## src/rtl/division_pkg.sv

```systemverilog
// Shared definitions for the arithmetic blocks (divider and multiplier).
// Holds the one-hot FSM state encoding and the default operand width.
package division_pkg;

  localparam int DEFAULT_WIDTH = 32;

  // One-hot controller states.
  typedef enum logic [2:0] {
    IDLE = 3'b001,
    CALC = 3'b010,
    DONE = 3'b100
  } state_t;

endpackage

```

## src/rtl/division_step.sv

```systemverilog
// One restoring-division iteration (purely combinational).
// Ports:
//   i_rem     - current partial remainder (WIDTH+1 bits)
//   i_bit     - next dividend bit to shift in (MSB first)
//   i_divisor - divisor
//   o_rem     - partial remainder after this iteration
//   o_qbit    - quotient bit produced by this iteration
module division_step
  import division_pkg::*;
#(
  parameter int WIDTH = DEFAULT_WIDTH
) (
  input  logic [WIDTH:0]   i_rem,
  input  logic             i_bit,
  input  logic [WIDTH-1:0] i_divisor,
  output logic [WIDTH:0]   o_rem,
  output logic             o_qbit
);

  logic [WIDTH+1:0] w_shifted;
  logic [WIDTH+1:0] w_trial;

  // The remainder is always below the divisor, so its top bit is zero and the
  // shifted value fits in WIDTH+1 bits; one extra bit holds the borrow.
  assign w_shifted = {i_rem, i_bit};
  assign w_trial   = w_shifted - {2'b00, i_divisor};

  // A clear borrow bit means the trial subtraction did not go negative.
  assign o_qbit = ~w_trial[WIDTH+1];
  assign o_rem  = o_qbit ? w_trial[WIDTH:0] : w_shifted[WIDTH:0];

endmodule

```

## src/rtl/division.sv

```systemverilog
// Unsigned sequential divider: restoring shift-subtract, one quotient bit per
// clock, MSB first.
// Ports:
//   clock    - rising-edge clock
//   reset    - asynchronous active-low reset
//   start    - operation request (level); a new operation needs low then high
//   ready    - high when idle or result valid, low while computing
//   A, B     - dividend and divisor, captured on the start-sampling edge
//   Q, R     - registered quotient and remainder
//   div_zero - high when the last operation had B == 0
// Divide-by-zero returns Q = all ones, R = A in a single cycle.
module division
  import division_pkg::*;
#(
  parameter int WIDTH = DEFAULT_WIDTH
) (
  input  logic             clock,
  input  logic             reset,
  input  logic             start,
  output logic             ready,
  input  logic [WIDTH-1:0] A,
  input  logic [WIDTH-1:0] B,
  output logic [WIDTH-1:0] Q,
  output logic [WIDTH-1:0] R,
  output logic             div_zero
);

  localparam int CW = $clog2(WIDTH + 1);

  state_t r_state;
  state_t w_next_state;

  // Working registers.
  logic [WIDTH-1:0] r_dividend;
  logic [WIDTH-1:0] r_divisor;
  logic [WIDTH-1:0] r_quot;
  logic [WIDTH:0]   r_rem;
  logic [CW-1:0]    r_count;

  // Result registers.
  logic [WIDTH-1:0] r_q;
  logic [WIDTH-1:0] r_r;
  logic             r_div_zero;
  logic             r_ready;

  logic [WIDTH:0]   w_rem;
  logic             w_qbit;
  logic             w_accept;
  logic             w_b_zero;
  logic             w_count_zero;
  logic             w_finish;
  logic             w_iterate;

  assign w_accept     = (r_state == IDLE) && start;
  assign w_b_zero     = (B == '0);
  assign w_count_zero = (r_count == '0);
  // The edge after the last iteration publishes the result, which gives the
  // WIDTH+1 edge latency from the start-sampling edge.
  assign w_finish     = (r_state == CALC) && w_count_zero;
  assign w_iterate    = (r_state == CALC) && !w_count_zero;

  division_step #(
    .WIDTH(WIDTH)
  ) u_step (
    .i_rem    (r_rem),
    .i_bit    (r_dividend[WIDTH-1]),
    .i_divisor(r_divisor),
    .o_rem    (w_rem),
    .o_qbit   (w_qbit)
  );

  // NOTE: sequential state uses non-blocking assignments only, so every
  // register samples the pre-edge values of the others.
  always_ff @(posedge clock or negedge reset) begin
    if (!reset) begin
      r_state <= IDLE;
    end else begin
      r_state <= w_next_state;
    end
  end

  always_comb begin
    // NOTE: default assigned first so no path through the case infers a latch.
    w_next_state = r_state;
    case (r_state)
      IDLE: if (start) w_next_state = w_b_zero ? DONE : CALC;
      CALC: if (w_count_zero) w_next_state = DONE;
      DONE: if (!start) w_next_state = IDLE;
      default: w_next_state = IDLE;
    endcase
  end

  // NOTE: working registers are reset too, so an aborted operation leaves no
  // partial state behind to leak into a later result.
  always_ff @(posedge clock or negedge reset) begin
    if (!reset) begin
      r_dividend <= '0;
      r_divisor  <= '0;
      r_quot     <= '0;
      r_rem      <= '0;
      r_count    <= '0;
    end else if (w_accept) begin
      r_dividend <= A;
      r_divisor  <= B;
      r_quot     <= '0;
      r_rem      <= '0;
      r_count    <= CW'(WIDTH);
    end else if (w_iterate) begin
      r_rem      <= w_rem;
      r_quot     <= {r_quot[WIDTH-2:0], w_qbit};
      r_dividend <= {r_dividend[WIDTH-2:0], 1'b0};
      r_count    <= r_count - CW'(1);
    end
  end

  // Results only move at completion, so the previous result stays visible
  // throughout CALC.
  always_ff @(posedge clock or negedge reset) begin
    if (!reset) begin
      r_q        <= '0;
      r_r        <= '0;
      r_div_zero <= 1'b0;
      r_ready    <= 1'b1;
    end else if (w_accept && w_b_zero) begin
      r_q        <= '1;
      r_r        <= A;
      r_div_zero <= 1'b1;
      r_ready    <= 1'b1;
    end else if (w_accept) begin
      r_ready    <= 1'b0;
    end else if (w_finish) begin
      r_q        <= r_quot;
      r_r        <= r_rem[WIDTH-1:0];
      r_div_zero <= 1'b0;
      r_ready    <= 1'b1;
    end
  end

  assign ready    = r_ready;
  assign Q        = r_q;
  assign R        = r_r;
  assign div_zero = r_div_zero;

endmodule

```

## config.mk

```make
export PLATFORM = sky130hd
export DESIGN_NAME = division
export DESIGN_NICKNAME = d
export VERILOG_FILES = /design/src/rtl/division_pkg.sv /design/src/rtl/division_step.sv /design/src/rtl/division.sv
export SDC_FILE = /design/constraint.sdc
export NUM_CORES = 1
export LEC_CHECK = 0
export ABC_CLOCK_PERIOD_IN_PS = 5100
export BUFFER_PORTS_ARGS = -buffer_cell sky130_fd_sc_hd__buf_2
export CORE_ASPECT_RATIO = 1.25
export CORE_MARGIN = 3
export CORE_UTILIZATION = 50
export CTS_BUF_LIST = sky130_fd_sc_hd__clkbuf_4
export DETAILED_ROUTE_END_ITERATION = 6
export PLACE_DENSITY_LB_ADDON = 0.1
export SETUP_SLACK_MARGIN = 0.3
export SYNTH_ARGS = -nofsm -noshare
export SYNTH_HDL_FRONTEND = slang
export SYNTH_SLANG_ARGS = --single-unit
```

## constraint.sdc

```tcl
create_clock -name clock -period 5.1 [get_ports clock]
set_input_delay 1.02 -clock clock [delete_from_list [all_inputs] [get_ports clock]]
set_output_delay 1.02 -clock clock [all_outputs]
set_load 0.03 [all_outputs]
```

; ---- Yosys cells after proc, flatten, opt, wreduce, memory -nomap -nowiden
; Index checks and enable logic that the tools add are counted.
[classes]
n_addsub = 2
n_eq_ne = 7
muxes = 26
n_bitwise = 1
reduce_logical = 12
[op_table]
columns = op, n
row1 = $mux 32, 10
row2 = $mux 33, 3
row3 = $sub 34x32->34, 1
row4 = $logic_not 32->1, 1
row5 = $mux 3, 4
row6 = $mux 6, 2
row7 = $pmux 3 s3, 1
row8 = $logic_not 6->1, 1
row9 = $mux 1, 6
row10 = $ne 2x2->1 const B, 3
row11 = $sub 6x1->6 const B, 1
row12 = $logic_and 1x1->1, 4
row13 = $reduce_bool 2->1, 2
row14 = $eq 3x1->1 const B, 1
row15 = $eq 3x2->1 const B, 1
row16 = $eq 3x3->1 const B, 1
row17 = $reduce_and 3->1, 1
row18 = $reduce_bool 3->1, 1
row19 = $ne 2x1->1 const B, 1
row20 = $reduce_and 2->1, 1
row21 = $logic_not 1->1, 1
row22 = $not 1->1, 1
[word_totals]
ff_bits = 204
inputBits = 67
elab_cells = 58

; ---- Longest topological paths before layout
; Gate-level depths: netlist of run 1.
[depth]
ltp_word = 5
depth_mapped = 14

; ---- Modules after synthesis
; Synthesis of run 1 repeated with hierarchy kept, for this count alone.
[unflattened]
hier_cells = 1256
hier_area_um2 = 11013.1
[modules_own_cells]
columns = mod, n_inst, cells_each, area_per_inst_um2, seq_area_each_um2
row1 = division, 1, 917, 8732.1, 5107.4
row2 = division_step, 1, 339, 2280.9, 0.0

; ---- Worst setup path before layout of run 1
; Ideal clock, no wire load.
[synth_timing]
path_type = register to register
start = register r_divisor[0]
end = register r_rem[30]
setup_ps = 137
arrival_ps = 2610
required_ps = 4963
path_slack_ps = 2353
stages_incl_launch_ff = 13
n_path_buf = 0
synth_period_minus_slack_ps = 2747
path_cell_list = dfrtp_1 ha_1 fa_1 nor2b_1 o2111a_1 o211ai_1 a31oi_1 o21ai_0 o21bai_1 a211oi_1 o211a_1 nor3_1 o221ai_1
[synth_between]
elab_chain_len = 4
[synth_rtl]
columns = element, line
row1 = "start, declared", division.sv:35  ; logic [WIDTH-1:0] r_divisor;
row2 = "start signal, assigned", division.sv:98  ; r_divisor <= '0;
row3 = "start signal, assigned", division.sv:104  ; r_divisor <= B;
row4 = $sub 34x32->34, division_step.sv:26  ; assign w_trial = w_shifted - {2'b00, i_divisor};
row5 = $mux 33, division_step.sv:30  ; assign o_rem = o_qbit ? w_trial[WIDTH:0] : w_shifted[WIDTH:0];
row6 = $mux 33, division.sv:108  ; end else if (w_iterate) begin
row7 = $mux 33, division.sv:102  ; end else if (w_accept) begin
row8 = "end signal, assigned", division.sv:109  ; r_rem <= w_rem;
row9 = "end, declared", division.sv:37  ; logic [WIDTH:0] r_rem;
; No other way between the ends. The select of a mux whose other input is x is not followed.
; A chain may end at the register's enable or synchronous reset.

; ---- Final worst setup path of run 1
[layout_timing]
start = register r_rem[9]
end = register r_rem[10]
[layout_between]
elab_chain_len = 4
[layout_rtl]
columns = element, line
row1 = $sub 34x32->34, division_step.sv:26
row2 = $mux 33 *, division_step.sv:30
row3 = $mux 33 *, division.sv:108
row4 = $mux 33 *, division.sv:102
; Mark *: on every way between the ends. The rest lies on a longest branch, timed or not. The select of a mux whose other input is x is not followed.

==> results of run 1 <==
==> kinds of logic after synthesis <==
group,after synthesis
XOR/XNOR,28
adder cells (fa/ha/maj),35
buffers and inverters,109
multiplexers,42
AND/OR/NAND/NOR,464
AO/OA/AOI/OAI,283
flip-flops,204
==> stage by stage <==
step	hold slack [ns]	total power (W)	instances	instance area (µm²)	utilization, %
floorplan	0.4398	0.005607	1165	10320	-
global placement	0.4605	0.006495	1511	11170	55.38
detailed placement	0.4608	0.006553	1511	11170	55.38
CTS	0.4701	0.007859	1596	11750	58.24
global route	0.4789	0.008448	1597	11750	58.25
finish	0.4613	0.007774	1597	11750	58.25
==> where the power goes <==
| group | switching (W) | internal, W | leakage, nW |
|---|---|---|---|
| registers | 0.000357 | 0.00218 | 2.44 |
| logic | 0.00251 | 0.00148 | 3.02 |
| clock network | 0.000631 | 0.000622 | 0.351 |
==> area by class of cell <==
type / instances / area [µm²] / share of cell area, %
antenna: 1 / 2.502 / 0.02129
inverter: 42 / 157.7 / 1.341
timing repair buffer: 143 / 764.5 / 6.505
clock inverter: 16 / 60.06 / 0.5110
multi-input combinational: 852 / 4805 / 40.88
sequential: 204 / 5107 / 43.46
tap: 270 / 337.8 / 2.874
clock buffer: 69 / 518.0 / 4.408
==> path summary, 6_finish.rpt <==
path	slack, ns	to	depth (start not counted)
setup / recovery	1.51	r_rem[10]$_DFFE_PN0P_	11
hold / removal	0.46	Q[7]$_DFFE_PN0P_	1
setup reg to reg	1.51	r_rem[10]$_DFFE_PN0P_	11
hold reg to reg	0.47	div_zero$_DFFE_PN0P_	2
max in group asynchronous	3.56	r_divisor[22]$_DFFE_PN0P_	2
min in group clock	0.47	div_zero$_DFFE_PN0P_	2
==> Yosys cell counts, types with 4 or more instances <==
master / n / area share (%)
nor3_1: 10 / 0.48
xnor2_1: 19 / 1.6
nor2b_1: 8 / 0.48
and2_1: 4 / 0.24
nor2_1: 101 / 3.7
nor4_1: 10 / 0.61
nand2_1: 239 / 8.7
a22oi_1: 30 / 2.2
a21oi_1: 93 / 4.5
clkbuf_1: 55 / 2.0
a31oi_1: 4 / 0.24
inv_1: 42 / 1.5
dfrtp_1: 202 / 49
buf_1: 6 / 0.22
nand3_1: 61 / 3.0
o21ai_0: 92 / 4.5
o21a_1: 6 / 0.44
mux2i_1: 41 / 4.0
o211ai_1: 5 / 0.36
a21o_1: 14 / 1.0
and3_1: 6 / 0.36
o21ai_1: 11 / 0.53
nand4_1: 4 / 0.24
ha_1: 34 / 4.1
xor2_1: 9 / 0.76
==> sequential cells by signal, indices dropped and copies added, names as in the netlist <==
| register | cells |
|---|---|
| r_rem | 33 |
| Q | 32 |
| R | 32 |
| r_dividend | 32 |
| r_divisor | 32 |
| r_quot | 32 |
| r_count | 6 |
| r_state | 3 |
| div_zero | 1 |
| ready | 1 |
==> per-layer routing <==
metal  GRT usage (%)  wire length, µm
met5               0                0
met2           36.13            11700
met3           4.169             1165
met1           29.99            11280
met4           6.422              503
==> critical path: stages, from the launching register on <==
cell,delay (ns)
dfrtp_1,0.42
ha_1,0.37
a21oi_1,0.20
o21ai_0,0.10
a32o_1,0.26
a21oi_1,0.32
a21oi_2,0.16
o41ai_2,0.36
or2_1,0.87
nor2_1,0.12
a21oi_1,0.17
o21ai_1,0.08
==> metrics.cfg, run 1 <==
[yosys]
synthSimpleGateAreaFrac_pct=19.39
ys_warn_count=0
synth_xor_area_share_pct=2.375
async_reset_ff_share_pct=100.0
ys_ff_latch=204
synth_top_family_by_area=simple AND/OR/NAND/NOR gates
synthMuxAreaShare_pct=4.084
synth_edf_count=0
syn_avg_cell_area_um2=8.863
yosysSeqAreaShare_pct=49.47
synthAdderAreaFrac_pct=4.314
synth_flop_cell=dfrtp_1
synth_fp_nets=1267
syn_inst=1165
ys_types=60
synth-compound-area-share_pct=16.15
synth_area_mm2=0.01032

[clocking]
cts_root_buf=clkbuf_4
path_clk_slew_ns=0.07
post_cts_buffers=0
clock_latency_ns=0.65
cts_buffers=51
post_cts_resized=0
cts_tree=yes
cts.path.max_buffers=3
cts_sinks=204
cts_max_level=2
ctsHoldBuffers=0

[placed_design]
pre_cts_ws_ns=1.481
io_buffers=132
dp_hpwl_mm=16.84
gp_routability_congestion=0.8648

[sta]
slew_headroom_pct=28.42
fmax_mhz=278.4
hold_violations=0
setup_viol=0
rsz0062_at_grt=false
worst_slew_pin_slew_ns=1.070
period_needed_ns=3.592
timing.final.crit_share_pct=70.44
setup_tns_ns=0
worst_slack_ns=1.508
skew_ns=0.03636
slew_violations=0

[critical_path]
start_kind=register
arrival_ns=4.06
r2r_start=r_rem[9]$_DFFE_PN0P_
cp-end-kind=register
cp.required_ns=5.56
cp_max_fo=27
crit_start=r_rem[9]$_DFFE_PN0P_
worstSetupPathType=register to register

[power]
ir_worst_vdd_v=0.0003214
powerDensity_mw_per_mm2=661.5
cellLeakagePower_nw=5.811

[global_route]
antenna_found_initial=1
grt_pass1_wl_mm=41.19
grtUsageTotal_pct=22.04
grt_max_degree=111
grt_pass1_vias=8505
grt_overflow=0

[die]
rows=58
initial_core_util_pct=51.18
die_h_um=166.7
die-area_mm2=0.02242
core_mm2=0.02017
die_w_um=134.5
ios=133

[finish]
final_layout_size_suffix_gt1_share_pct=17.72
fill_cells=1947
fin_nets=1396
final_common_cell=nand2_1
area_delta_synth_final_pct=13.83
final_cell_mix=nand2_1, dfrtp_1, buf_2

[route]
vias=8543
viasPerCell=5.349
drtAntennaViolNets=0
routedWlPerCell_um=15.44
drcViolationCount=0
first_pass_iters=5
drt_wl_total_mm=24.65
drt_iter0_markers=378

[flow_run]
drv_cap=0

[worst_hold_path]
hp-class=input pin to async pin

[outcome]
status=finished, final reports clean

Power figures use the tool's default switching activity.
==> inputs of run 2 (changes only) <==
--- a/config.mk
+++ b/config.mk
@@ -5,7 +5,7 @@
 export SDC_FILE = /design/constraint.sdc
 export NUM_CORES = 1
 export LEC_CHECK = 0
-export ABC_CLOCK_PERIOD_IN_PS = 5100
+export ABC_CLOCK_PERIOD_IN_PS = 2900
 export BUFFER_PORTS_ARGS = -buffer_cell sky130_fd_sc_hd__buf_2
 export CORE_ASPECT_RATIO = 1.25
 export CORE_MARGIN = 3
==> constraint.sdc (replaced) <==
create_clock -name clock -period 2.9 [get_ports clock]
set_input_delay 0.58 -clock clock [delete_from_list [all_inputs] [get_ports clock]]
set_output_delay 0.58 -clock clock [all_outputs]
set_load 0.03 [all_outputs]
==> run 2 against run 1 <==
- critical path depth increased by 1
- design area is 8.6% higher
- non-clock buffer count rose by 76
- clock power grew 88%
- highest routed layer unchanged
- final cell count rose by 4.9%
- flip-flop and latch count unchanged
- via count grew 6.2%
- wire length grew 12%
==> metrics.cfg, run 2 (same netlist as run 1, synthesis figures left out) <==
[route]
drcViolationCount=0  ; unchanged
drtAntennaViolNets=0  ; unchanged
routedWlPerCell_um=16.54  ; +7.1%
viasPerCell=5.415  ; +1.2%
first_pass_iters=5  ; unchanged
drt_iter0_markers=409  ; +8.2%
vias=9076  ; +6.2%
drt_wl_total_mm=27.71  ; +12%

[finish]
stdcell_count=1676  ; +4.9%
final_common_cell=nand2_1
fin_nets=1473  ; +5.5%
final_cell_mix=nand2_1, dfrtp_1, buf_2
largest_reg_flops=33  ; unchanged
final_layout_size_suffix_gt1_share_pct=25.48  ; +7.8 points
stdcell_area_mm2=0.01276  ; +8.6%
fill_cells=1820  ; -6.5%
area_delta_synth_final_pct=23.61
regMostFlops=r_rem

[sta]
fmax_mhz=348.1  ; +25%
period_needed_ns=2.873  ; -0.7195 ns
worst_slew_pin_slew_ns=0.5862  ; -0.4837 ns
hold_violations=0  ; unchanged
slew_violations=0  ; unchanged
slew_headroom_pct=60.84  ; +32 points
skew_ns=0.04167  ; +0.005318 ns
timing.final.crit_share_pct=99.06  ; +29 points
setup_viol=0  ; unchanged
rsz0062_at_grt=true

[global_route]
antenna_found_initial=1  ; unchanged
grtUsageTotal_pct=24.81  ; +2.8 points
grt_max_degree=77  ; -31%
grt_pass1_vias=8983  ; +5.6%
grt_pass1_wl_mm=45.05  ; +9.4%
grt_overflow=0  ; unchanged

[die]
ios=133  ; unchanged
die_w_um=134.5  ; unchanged
die_h_um=166.7  ; unchanged
die-area_mm2=0.02242  ; unchanged
core_mm2=0.02017  ; unchanged
initial_core_util_pct=51.18  ; unchanged
rows=58  ; unchanged

[power]
ir_worst_vdd_v=0.0007417  ; +130%
cellLeakagePower_nw=6.306  ; +8.5%
powerDensity_mw_per_mm2=1256  ; +90%
finalPower_w=0.01603  ; +110%

[placed_design]
gp_routability_congestion=0.8800  ; +1.8%
dp_hpwl_mm=19.54  ; +16%
dp_cells=1568  ; +3.8%
io_buffers=132  ; unchanged
dpl-instance-area_mm2=0.01175  ; +5.2%

[clocking]
cts_max_level=2  ; unchanged
cts_buffers=52  ; +2.0%
clock_latency_ns=0.65  ; about the same
cts_tree=yes
cts_root_buf=clkbuf_4
cts_sinks=204  ; unchanged
cts.path.max_buffers=3  ; unchanged
path_clk_slew_ns=0.07  ; about the same

[critical_path]
cp-end-kind=register
worstSetupPathType=register to register
start_kind=register
arrival_ns=3.44  ; -0.62 ns
cp_max_fo=18  ; -33%
cp.required_ns=3.47  ; -2.09 ns

[outcome]
status=finished, final reports clean

[flow_run]
drv_cap=0  ; unchanged

[worst_hold_path]
hp-class=input pin to register

run 2: cell types whose count changed in the layout (fill, tap and decap cells not counted), sizes merged:
cell / delta
clkbuf: +8
clkinv: -3
inv: -1
dlygate4sd3: +1
buf: +74
run 2: critical path, cell delays in order (launching register included):
cell and delay [ns]:
dfrtp_1 0.35, inv_1 0.06, ha_1 0.29, nor2b_4 0.13
o31a_1 0.26, a21o_1 0.21, a21oi_4 0.17, a21oi_2 0.10
a221o_1 0.38, or2_4 0.27, buf_12 0.16, o31a_1 0.27
o21ai_1 0.13
run 2: report_power, final:
part           leakage, nW  internal [W]  switching (W)  total, W
Sequential            2.44       0.00383       0.000585   0.00441
Combinational         3.49       0.00400        0.00528   0.00927
Clock                0.376       0.00119        0.00115   0.00235
Total                 6.31       0.00902        0.00701    0.0160
run 2: timing repair:
action / CTS / global route
endpoints found under the hold margin: 62 / 0
pin swaps: 7 / 19
setup endpoints to repair: 33 / 34
gates resized for setup: 23 / 27
gates cloned: 0 / 1
hold buffers: 1 / 0
setup buffers: 10 / 7
run 2: stage by stage:
stage | TNS [ns] | worst slack [ns] | utilization (%) | hold WS [ns]
CTS | 0 | 0.06862 | 62.14 | 0.09862
global route | -0.8261 | -0.1028 | 63.26 | 0.1115
floorplan | 0 | 0.2703 | - | 0.2844
global placement | 0 | 0.08655 | 58.23 | 0.4578
detailed placement | 0 | 0.02124 | 58.23 | 0.4630
finish | 0 | 0.02729 | 63.26 | 0.1473
run 2: metal layers:
| layer | vias to the layer above | wire, µm | track usage (%) |
|---|---|---|---|
| li1 | 4437 | - | - |
| met1 | 4317 | 11100 | 29.76 |
| met2 | 241 | 14080 | 42.82 |
| met3 | 81 | 1125 | 4.350 |
| met4 | 0 | 1411 | 12.27 |
| met5 | - | 0 | 0 |
run 2: area by class of cell:
type | instances | area (µm²) | share of cell area (%)
flip-flops and latches | 204 | 5107 | 40.02
multi-input cells | 852 | 5057 | 39.63
repair buffers | 219 | 1478 | 11.58
clock buffers | 76 | 570.5 | 4.471
well taps | 270 | 337.8 | 2.647
inverters | 42 | 157.7 | 1.235
clock inverters | 12 | 51.30 | 0.4020
diodes | 1 | 2.502 | 0.01961
run 2: path summary, 6_finish.rpt:
check                                                 from                          to  slack (ns)  depth (start not counted)
worst max-delay path              r_divisor[1]$_DFFE_PN0P_        r_rem[5]$_DFFE_PN0P_        0.03                         12
worst min-delay path                                 A[10]           R[10]$_DFFE_PN0P_        0.15                          3
worst max register to register    r_divisor[1]$_DFFE_PN0P_        r_rem[5]$_DFFE_PN0P_        0.03                         12
worst min register to register  r_dividend[26]$_DFFE_PN0P_  r_dividend[26]$_DFFE_PN0P_        0.47                          2
max in group asynchronous                            reset       r_rem[11]$_DFFE_PN0P_        1.54                          3
min in group asynchronous                            reset            Q[8]$_DFFE_PN0P_        0.49                          2
==> inputs of run 3 (changes only) <==
--- a/config.mk
+++ b/config.mk
@@ -10,7 +10,7 @@
 export CORE_ASPECT_RATIO = 1.25
 export CORE_MARGIN = 3
 export CORE_UTILIZATION = 50
-export CTS_BUF_LIST = sky130_fd_sc_hd__clkbuf_4
+export CTS_BUF_LIST = sky130_fd_sc_hd__clkbuf_2
 export DETAILED_ROUTE_END_ITERATION = 6
 export PLACE_DENSITY_LB_ADDON = 0.1
 export SETUP_SLACK_MARGIN = 0.3
==> run 3 against run 2 <==
- flip-flop and latch count unchanged
- global-route usage up 0.92 points
- non-clock buffer count up 66
- final cell count up 3.8%
- register-to-register slack better by 0.05 ns
- via count up 3.0%
- core utilization up 2.4 points
- count of clock-buffer cells in the layout up 3
- clock power down 21%
- highest routed layer unchanged
==> metrics.cfg, run 3 (same netlist as run 1, synthesis figures left out) <==
[outcome]
status=finished, final reports clean

[route]
viasPerCell=5.376  ; -0.72%
routedWlPerCell_um=16.46  ; -0.48%
drt_iter0_markers=530  ; +30%
drt_wl_total_mm=28.62  ; +3.3%
vias=9349  ; +3.0%
drtAntennaViolNets=0  ; unchanged
drcViolationCount=0  ; unchanged
first_pass_iters=5  ; unchanged

[finish]
fin_nets=1537  ; +4.3%
final_cell_mix=nand2_1, dfrtp_1, buf_2
fin_util_pct=65.69  ; +2.4 points
area_delta_synth_final_pct=28.36
regMostFlops=r_rem
stdcell_count=1739  ; +3.8%
final_common_cell=nand2_1
largest_reg_flops=33  ; unchanged
final_layout_size_suffix_gt1_share_pct=25.48  ; about the same

[power]
cellLeakagePower_nw=6.553  ; +3.9%
finalPower_w=0.01579  ; -1.5%
powerDensity_mw_per_mm2=1192  ; -5.1%
ir_worst_vdd_v=0.0007971  ; +7.5%

[critical_path]
cp-end-kind=register
r2r_start=r_rem[25]$_DFFE_PN0P_
worstSetupPathType=register to register
worstReg2RegEnd=r_rem[5]$_DFFE_PN0P_
reg2reg_slack_ns=0.07  ; +0.05 ns
arrival_ns=3.55  ; +0.11 ns
start_kind=register
cp.required_ns=3.62  ; +0.15 ns
crit_start=r_rem[25]$_DFFE_PN0P_
reg2reg_depth=11  ; -1
cp_max_fo=18  ; unchanged
cp-endpoint=r_rem[5]$_DFFE_PN0P_

[global_route]
grt_pass1_wl_mm=46.80  ; +3.9%
antenna_found_initial=1  ; unchanged
grt_overflow=0  ; unchanged
grtUsageTotal_pct=25.73  ; +0.92 points
grt_max_degree=77  ; unchanged
grt_pass1_vias=9343  ; +4.0%

[die]
core_mm2=0.02017  ; unchanged
initial_core_util_pct=51.18  ; unchanged
die_w_um=134.5  ; unchanged
ios=133  ; unchanged
rows=58  ; unchanged
die_h_um=166.7  ; unchanged
die-area_mm2=0.02242  ; unchanged

[flow_run]
drv_cap=0  ; unchanged

[sta]
worst_slew_pin_slew_ns=0.5824  ; -0.003791 ns
setup_viol=0  ; unchanged
worst_slack_ns=0.07471  ; +0.04742 ns
skew_ns=0.07897  ; +0.03729 ns
rsz0062_at_grt=true
fmax_mhz=353.9  ; +1.7%
timing.final.crit_share_pct=97.42  ; -1.6 points
slew_violations=0  ; unchanged
slew_headroom_pct=61.09  ; +0.25 points
hold_violations=0  ; unchanged
period_needed_ns=2.825  ; -0.04742 ns

[placed_design]
io_buffers=132  ; unchanged
gp_routability_congestion=0.8800  ; unchanged
dp_cells=1568  ; unchanged
dp_hpwl_mm=19.54  ; unchanged
pre_cts_ws_ns=0.02124  ; unchanged

[clocking]
cts_root_buf=clkbuf_2
clock_latency_ns=0.83  ; +0.18 ns
cts_max_level=2  ; unchanged
cts_tree=yes
path_clk_slew_ns=0.10  ; +0.03 ns
cts_sinks=204  ; unchanged
cts_buffers=50  ; -3.8%
cts.path.max_buffers=3  ; unchanged

[worst_hold_path]
hp-class=input pin to register

-- run 3: repair_timing --
| action | 4_1_cts | 5_1_grt |
|---|---|---|
| setup endpoints to repair | 33 | 34 |
| pin swaps | 9 | 11 |
| buffers inserted | 14 | 7 |
| gates cloned | 1 | 0 |
| resized for setup | 30 | 40 |
| hold buffers | 62 | 1 |
| endpoints found under the hold margin | 147 | 1 |
-- run 3: how the worst min path moves through the flow --
stage	from	to	cells past startpoint
finish	B[0]	r_divisor[0]$_DFFE_PN0P_	3
floorplan	reset	Q[0]$_DFFE_PN0P_	0
detailed placement	div_zero$_DFFE_PN0P_	div_zero$_DFFE_PN0P_	2
global route	B[1]	r_divisor[1]$_DFFE_PN0P_	3
CTS	B[14]	r_divisor[14]$_DFFE_PN0P_	3
global placement	r_dividend[2]$_DFFE_PN0P_	r_dividend[2]$_DFFE_PN0P_	2
-- run 3: layout make-up --
class,count,area (µm²)
timing repair buffer,285,2137
sequential,204,5107
clock buffer,79,395.4
fill,1782,6922
inverter,42,160.2
antenna,1,2.502
tap,270,337.8
multi-input combinational,852,5081
clock inverter,6,31.28
-- run 3: per-stage QoR --
stage | hold slack [ns] | setup TNS (ns) | area [µm²]
after CTS | 0.01152 | 0 | 13040
after detailed placement | 0.4630 | 0 | 11750
final | 0.08428 | 0 | 13250
after global placement | 0.4578 | 0 | 11750
after global routing | 0.02618 | -1.213 | 13250
after floorplan | 0.2844 | 0 | 10390
-- run 3: power by group --
group / switching, W / internal [W]
Combinational: 0.00536 / 0.00417
Clock: 0.00115 / 0.000711
Sequential: 0.000593 / 0.00382
-- run 3: worst max-delay path, stage by stage, from the launching register on --
cell	delay [ns]
dfrtp_1	0.42
ha_1	0.30
a21o_1	0.19
a21o_1	0.17
a21oi_1	0.22
o21ai_1	0.19
mux2_2	0.29
o41ai_4	0.09
or2_4	0.29
buf_12	0.16
o31a_1	0.28
o21ai_1	0.12
-- run 3: metal layers --
metal	up-vias	global-route usage (%)	part of all wire, %
li1	4558	-	-
met1	4466	30.53	40
met2	249	45.62	52
met3	76	4.441	4.2
met4	0	11.07	4.2
met5	-	0	0
